$ cat src/rtl/mfm_pkg.sv
// Shared types and constants for the MFM address-mark decoder.
// Holds the FSM state type, the A1 address-mark constants and a helper
// that pulls the eight data cells out of a 16-cell window.
package mfm_pkg;

    typedef enum logic {
        HUNT   = 1'b0,
        SYNCED = 1'b1
    } mfm_state_e;

    localparam logic [15:0] MFM_A1_SYNC      = 16'h4489;
    localparam logic [7:0]  MFM_A1_BYTE      = 8'hA1;
    localparam int unsigned MFM_MAX_ZERO_RUN = 3;

    // Data cells sit at the even positions of the window (clock cells are odd).
    function automatic logic [7:0] mfm_data_bits(input logic [15:0] sr);
        return {sr[14], sr[12], sr[10], sr[8], sr[6], sr[4], sr[2], sr[0]};
    endfunction

endpackage

$ cat src/rtl/mfm_cell_sampler.sv
// Turns the raw MFM pulse stream into one bit per cell.
// A cell ends on every edge of the recovered clk_5; the cell is a 1 if a
// rising edge of raw_mfm was seen during the cell, including a rising edge
// that lands in the very cycle the cell ends.
// Ports:
//   clk_50     in   system clock
//   reset      in   synchronous active-high reset
//   raw_mfm    in   raw MFM pulse stream
//   clk_5      in   recovered cell clock, either edge ends a cell
//   cell_valid out  high in the cycle a cell ends (combinational)
//   cell_bit   out  value of the ending cell, valid with cell_valid
module mfm_cell_sampler (
    input  logic clk_50,
    input  logic reset,
    input  logic raw_mfm,
    input  logic clk_5,
    output logic cell_valid,
    output logic cell_bit
);

    logic clk_5_q;
    logic raw_mfm_q;
    logic pulse_seen_q;
    logic rise;

    assign rise       = raw_mfm & ~raw_mfm_q;
    assign cell_valid = clk_5 ^ clk_5_q;
    assign cell_bit   = pulse_seen_q | rise;

    always_ff @(posedge clk_50) begin
        if (reset) begin
            clk_5_q      <= 1'b0;
            raw_mfm_q    <= 1'b0;
            pulse_seen_q <= 1'b0;
        end else begin
            clk_5_q   <= clk_5;
            raw_mfm_q <= raw_mfm;
            // A coincident pulse was already folded into cell_bit, so the
            // latch starts clean for the new cell.
            if (cell_valid) begin
                pulse_seen_q <= 1'b0;
            end else if (rise) begin
                pulse_seen_q <= 1'b1;
            end
        end
    end

endmodule

$ cat src/rtl/mfm_decoder.sv
// MFM decoder: hunts for the A1 address mark, then frames the cell stream
// into bytes and drops sync on any coding violation.
//   state  | meaning
//   HUNT   | looking for SYNC_PATTERN, no error checking
//   SYNCED | framing bytes every 16 cells, checking MFM rules
// Ports:
//   clk_50     in   system clock
//   reset      in   synchronous active-high reset
//   raw_mfm    in   raw MFM pulse stream
//   clk_5      in   recovered cell clock from the DPLL
//   rearm      in   one-cycle pulse, abandon sync and hunt again
//   data_byte  out  decoded byte, held until the next byte_valid
//   byte_valid out  one-cycle pulse with each framed byte
//   mark       out  high with byte_valid when the byte is an address mark
//   synced     out  high while in SYNCED
//   decode_err out  one-cycle pulse on a violation while synced
module mfm_decoder
    import mfm_pkg::*;
#(
    parameter logic [15:0] SYNC_PATTERN = MFM_A1_SYNC,
    parameter int unsigned MAX_ZERO_RUN = MFM_MAX_ZERO_RUN
) (
    input  logic       clk_50,
    input  logic       reset,
    input  logic       raw_mfm,
    input  logic       clk_5,
    input  logic       rearm,
    output logic [7:0] data_byte,
    output logic       byte_valid,
    output logic       mark,
    output logic       synced,
    output logic       decode_err
);

    localparam logic [2:0] ZERO_LIMIT = 3'(MAX_ZERO_RUN);

    logic       cell_valid;
    logic       cell_bit;

    mfm_state_e state_q;
    logic [15:0] sr_q, sr_d;
    logic [3:0]  cnt_q;
    logic [2:0]  zrun_q, zrun_d;
    logic [7:0]  data_byte_q;
    logic        byte_valid_q, mark_q, synced_q, decode_err_q;
    logic        sync_hit;
    logic        violation;

    mfm_cell_sampler u_sampler (
        .clk_50     (clk_50),
        .reset      (reset),
        .raw_mfm    (raw_mfm),
        .clk_5      (clk_5),
        .cell_valid (cell_valid),
        .cell_bit   (cell_bit)
    );

    always_comb begin
        sr_d      = {sr_q[14:0], cell_bit};
        zrun_d    = cell_bit ? 3'd0 : ((zrun_q == 3'd7) ? zrun_q : zrun_q + 3'd1);
        sync_hit  = (sr_d == SYNC_PATTERN);
        // sr_q[0] is the previous cell.
        violation = (cell_bit & sr_q[0]) | (zrun_d > ZERO_LIMIT);
    end

    always_ff @(posedge clk_50) begin
        if (reset) begin
            state_q      <= HUNT;
            sr_q         <= '0;
            cnt_q        <= '0;
            zrun_q       <= '0;
            data_byte_q  <= '0;
            byte_valid_q <= 1'b0;
            mark_q       <= 1'b0;
            synced_q     <= 1'b0;
            decode_err_q <= 1'b0;
        end else begin
            byte_valid_q <= 1'b0;
            mark_q       <= 1'b0;
            decode_err_q <= 1'b0;
            if (rearm) begin
                // The window is kept; only framing state is dropped.
                state_q  <= HUNT;
                synced_q <= 1'b0;
                cnt_q    <= '0;
                zrun_q   <= '0;
            end else if (cell_valid) begin
                sr_q   <= sr_d;
                zrun_q <= zrun_d;
                if (sync_hit) begin
                    // Realign; beats a coincident byte boundary or violation.
                    state_q      <= SYNCED;
                    synced_q     <= 1'b1;
                    cnt_q        <= '0;
                    byte_valid_q <= 1'b1;
                    mark_q       <= 1'b1;
                    data_byte_q  <= MFM_A1_BYTE;
                end else if (state_q == SYNCED) begin
                    if (violation) begin
                        state_q      <= HUNT;
                        synced_q     <= 1'b0;
                        cnt_q        <= '0;
                        decode_err_q <= 1'b1;
                    end else begin
                        cnt_q <= cnt_q + 4'd1;
                        if (cnt_q == 4'd15) begin
                            byte_valid_q <= 1'b1;
                            data_byte_q  <= mfm_data_bits(sr_d);
                        end
                    end
                end
            end
        end
    end

    assign data_byte  = data_byte_q;
    assign byte_valid = byte_valid_q;
    assign mark       = mark_q;
    assign synced     = synced_q;
    assign decode_err = decode_err_q;

endmodule

$ cat config.mk
export PLATFORM = sky130hd
export DESIGN_NAME = mfm_decoder
export DESIGN_NICKNAME = d
export VERILOG_FILES = /design/src/rtl/mfm_pkg.sv /design/src/rtl/mfm_cell_sampler.sv /design/src/rtl/mfm_decoder.sv
export SDC_FILE = /design/constraint.sdc
export NUM_CORES = 1
export LEC_CHECK = 0
export BUFFER_PORTS_ARGS = -buffer_cell sky130_fd_sc_hd__clkbuf_2
export CAP_MARGIN = 20
export CORE_ASPECT_RATIO = 1.1
export CORE_MARGIN = 5
export CORE_UTILIZATION = 30
export CTS_CLUSTER_DIAMETER = 40
export DETAILED_ROUTE_END_ITERATION = 12
export PLACE_DENSITY_LB_ADDON = 0.3
export SYNTH_ARGS = -nofsm -noshare
export SYNTH_HDL_FRONTEND = slang
export SYNTH_SLANG_ARGS = --single-unit
$ cat constraint.sdc
create_clock -name clk_50 -period 1.8 [get_ports clk_50]
set_input_delay 0.09 -clock clk_50 [delete_from_list [all_inputs] [get_ports clk_50]]
set_output_delay 0.09 -clock clk_50 [all_outputs]
set_load 0.02 [all_outputs]
======== Yosys cells after proc, flatten, opt, wreduce, memory -nomap -nowiden ========
Cells that the tools add are included.
word-level totals
  input bits .............................. 5
  memory bits (read-only) ................. 0
  output and inout bits ................... 12
  bits in latches ......................... 0
  memories kept ........................... 0
  bits in registers ....................... 38
  bits in writable memories ............... 0
cells by class
  $mul .................................... 0
  eq/ne operators ......................... 4
  shift-type cells ........................ 0
  add/sub/neg operators ................... 2
  magnitude comparators ................... 1
  muxes and demuxes ....................... 21
  bitwise gates (word level) .............. 9
  div/mod/pow operators ................... 0
  reduce and logical (&&, ||, !) cells .... 11
operators by type and width
  operator              number
  $mux 8                4
  $eq 16x15->1 const B  1
  $mux 1                12
  $mux 4                3
  $mux 3                2
  $reduce_bool 2->1     3
  $reduce_and 5->1      1
  $reduce_or 5->1       1
  $add 4x1->4 const B   1
  $eq 4x4->1 const B    1
  $not 1->1             4
  $reduce_and 2->1      2
  $reduce_or 2->1       2
  $add 3x1->3 const B   1
  $eq 3x3->1 const B    1
  $gt 3x2->1 const B    1
  $reduce_and 3->1      1
  $reduce_or 3->1       1
  $and 1x1->1           2
  $ne 2x2->1 const B    1
  $or 1x1->1            2
  $xor 1x1->1           1

======== Longest topological paths before layout ========
  depth in word-level cells ............... 9
  gate-level depth with buffers ........... 6
  mapped depth without buffers ............ 5

======== Hierarchy ========
Synthesis repeated with hierarchy kept, for this count alone.
second synthesis, totals
  cell total of the unflattened synthesis .. 173
  area total of the unflattened synthesis .. 1,561.5 µm²
modules (own cells, without submodules)
  module            cells each  area an instance (µm²)  times used  seq. area each (µm²)
  mfm_decoder       163         1,453.9                 1           700.7
  mfm_cell_sampler  10          107.6                   1           60.1

======== Worst setup path before layout ========
OpenSTA, ideal clock, no wires.
  path type ............................... register to register
  start point ............................. register zrun_q[0]
  end point ............................... register data_byte_q[7], in the netlist data_byte[7]
  arrival time ............................ 1,653 ps
  period minus slack after synthesis ...... 1,772 ps
  data required time ...................... 1,681 ps
  buffers on the path ..................... 0
  stages on the path, launching flop included .. 6
  setup slack ............................. 28 ps
  cells stage by stage .................... dfxtp_1 -> ha_1 -> or4_4 -> a21oi_1 -> nand3_1 -> o221a_2
between the ends
  longest elaborated chain between the ends .. 7
  elaborated cells on any way between the ends .. 8
  classes of those cells .................. add/sub: 1; order compare: 1; eq/ne: 2; mux: 2; bitwise: 1; reduce/logical: 1
RTL lines
  item                                       RTL line            source
  start: declaration                         mfm_decoder.sv:43   logic [2:0] zrun_q, zrun_d;
  start signal: assignment                   mfm_decoder.sv:89   zrun_q <= zrun_d;
  $add 3x1->3 or $eq 3x3->1 (tied branches)  mfm_decoder.sv:60   zrun_d = cell_bit ? 3'd0 : ((zrun_q == 3'd7) ? zrun_q : zrun_q + 3'd1);
  $mux 3 * (2 in a row)                      mfm_decoder.sv:60
  $gt 3x2->1 *                               mfm_decoder.sv:63   violation = (cell_bit & sr_q[0]) | (zrun_d > ZERO_LIMIT);
  $or 1x1->1 *                               mfm_decoder.sv:63
  $ne 2x2->1 (no line) *                     --
  $reduce_and 5->1 (no line) *               --
  end signal: assignment                     mfm_decoder.sv:108  data_byte_q <= mfm_data_bits(sr_d);
  end: declaration                           mfm_decoder.sv:44   logic [7:0] data_byte_q;
Every way passes the cells marked *; elsewhere a longest branch is shown, timed or not.
A chain may end at the register's enable or synchronous reset.

======== Worst setup path in the final report ========
  start point ............................. register zrun_q[1]
  end point ............................... register data_byte_q[3], in the netlist data_byte[3]
The elaborated chain is that of the path after synthesis.

==> qor.yml <==
routing:
  wl_um: 3450
  ant_nets: 0
  drtPass1Iterations: 4
  drc_errors: 0
  drt_iter0_drc: 54
  wl_per_cell_um: 13.0
  vias: 1295
  viasPerCell: 4.91
logic_synthesis:
  synthTopCellsByArea: "dfxtp_1, nand2_1, a21oi_1"
  ys_warn_count: 0
  synthCells: 171
  synth_top_family_by_area: "simple AND/OR/NAND/NOR gates"
  synth_common_cells: "nand2_1, dfxtp_1, a21oi_1"
  synth-main-ff-cell: "dfxtp_1"
  syn_area_per_cell_um2: 8.88
  synth-edff-count: 0
  seq_area_frac_synth_pct: 50.1
  ys_ff_latch: 38
  synth_compound_area_share_pct: 18.4
  synth_simple_gate_area_share_pct: 21.9
  synth_top_area_share_pct: 50.1
  synth_mux_area_share_pct: 3.30
  yosys.cell_count.top_type: "nand2_1"
  async_reset_ff_share_pct: 0
  synth.largest_area_cell: "dfxtp_1"
  synthXorXnorAreaFrac_pct: 1.15
  synth_cell_type_count: 41
  synthAdderAreaFrac_pct: 1.65
  synth_nets: 178
  synth_area_um2: 1520
layout:
  diodes: 0
  syn2layout_area_growth_pct: 27.5
  fin_cells: 264
  nNetsFinal: 214
  fin_area_um2: 1940
  final_util_pct: 39.0
  drive_above_1_share_pct: 27.2
pwr:
  p_per_area_nw_per_um2: 804
  total_power_mw: 1.56
  cellLeakagePower_nw: 0.719
  irDropWorstVdd_mv: 0.226
floorplanning:
  die-area_um2: 6580
  ios: 17
  fp.dieH_um: 84.6
  num_rows: 27
  die_w_um: 77.8
  start_util_pct: 30.6
  core_area_um2: 4970
timing:
  fin_skew_ps: 6.58
  max_freq_ghz: 0.555
  worst_slack_ps: -0.856
  slew_violations: 0
  period_minus_slack_ps: 1800
  whs_ps: 26.6
  worst_slew_pin_slew_ps: 634
  tns_ps: -0.856
  rsz0062_at_grt: "true"
  setup_viol: 1
  slew_headroom_pct: 56.6
  fin_crit_sh_pct: 100
  hold_violations: 0
clock_tree:
  clk_latency_ps: 290
  cts-buffers-inserted: 5
  cts_tree: "built"
  clockBufferDepth: 2
  htree_levels: 2
  cts-root-buf: "clkbuf_8"
  clk_pin_slew_worst_paths_ps: 70
  cts.sinks: 38
critical_path:
  rr_endpoint: "data_byte[3]"
  worst_setup_path_end_kind: "flip-flop"
  start_kind: "flip-flop"
  r2r-start: "zrun_q[1]"
  r2r_cells: 6
  crit_arrival_ps: 2020
  r2r_setup_slack_ps: -0.9
  cp_max_fo: 5
  crit_end: "data_byte[3]"
  startpoint: "zrun_q[1]"
  critPathRequiredTime_ps: 2020
  critical_path_class: "reg2reg"
placement:
  hpwl_um: 2390
  gp_congestion: 0.756
  place.port_buffers: 16
  dp_slack_ps: -46.4
  dpl.cell_count: 255
  dpl_cell_area_um2: 1770
job:
  maxCapViolCount: 0
outcome:
  status: "finished with violations"
  violations: "setup timing"
grt:
  grt_pass1_vias: 1254
  grtUsageTotal_pct: 11.4
  overflow: 0
  grt_max_degree: 16
  grt_first_pass_wirelength_um: 6020
  antenna_found_initial: 0
min_path:
  hold_path.class: "in2reg"
  min_path_cells: 2
## flip-flops by register name, summed over array words and instances, names as in the netlist, 3 cells and up
name,flops
data_byte,8
sr_q,15
cnt_q,4
zrun_q,3
## kinds of logic (layout without fill, tap and decap cells)
logic type	Yosys count	count (layout)
AOI/OAI and AO/OA	43	43
muxes	5	5
xor gates and xnor gates	2	2
buffers and inverters	11	46
and+or+nand+nor	70	70
DFF	38	38
adders and majority gates	2	2
## placed cells by master, fill, tap and decap left out, types with 2 or more instances in the layout
master	count
dfxtp_1	36
o211a_1	2
o31ai_1	2
mux2i_1	5
buf_4	18
clkbuf_8	6
nand2_1	41
nor2_1	6
or4_1	2
o21bai_1	2
nand3_1	2
nor2b_1	3
o221a_2	2
a21oi_1	19
o21ai_0	5
nor3_1	6
dfxtp_2	2
inv_1	4
clkbuf_2	16
## where the power goes
| group | internal [mW] | switching (mW) | leakage [nW] |
|---|---|---|---|
| registers | 0.849 | 0.00664 | 0.308 |
| clock network | 0.295 | 0.286 | 0.0431 |
| logic | 0.0454 | 0.0754 | 0.368 |
| total | 1.19 | 0.368 | 0.719 |
## critical path, stage by stage, from the launching register on
cell and delay (ps):
dfxtp_2 340, ha_4 150, or4_4 560, a21oi_4 180, o21a_4 190, buf_12 120, mux2i_1 190
## layout make-up
type / instances / area, µm²
inverters: 4 / 15.0
multi-input cells: 122 / 742
clock buffers: 6 / 82.6
fillers: 528 / 3030
repair buffers: 36 / 260
flip-flops and latches: 38 / 763
well taps: 58 / 72.6
## worst min-delay path by stage
| stage | to | from |
|---|---|---|
| 2_1_floorplan | u_sampler.clk_5_q | reset |
| 3_3_place_gp | u_sampler.raw_mfm_q | raw_mfm |
| 3_5_place_dp | u_sampler.raw_mfm_q | raw_mfm |
| 4_1_cts | u_sampler.raw_mfm_q | raw_mfm |
| 5_1_grt | u_sampler.raw_mfm_q | raw_mfm |
| 6_report | u_sampler.raw_mfm_q | raw_mfm |
## layer usage
layer | vias up | routed length [µm] | track usage (%)
met5 | - | 0 | 0
met4 | 0 | 50 | 3.28
met3 | 6 | 152 | 4.18
met2 | 18 | 1660 | 18.3
met1 | 602 | 1590 | 14.2
li1 | 669 | - | -
## timing repair
item	4_1_cts	5_1_grt
setup endpoints to repair	6	12
hold buffers	0	0
pin swaps	0	4
resized for setup	1	8
buffers inserted	0	2
gates cloned	0	1
(Power assumes the default switching activity.)
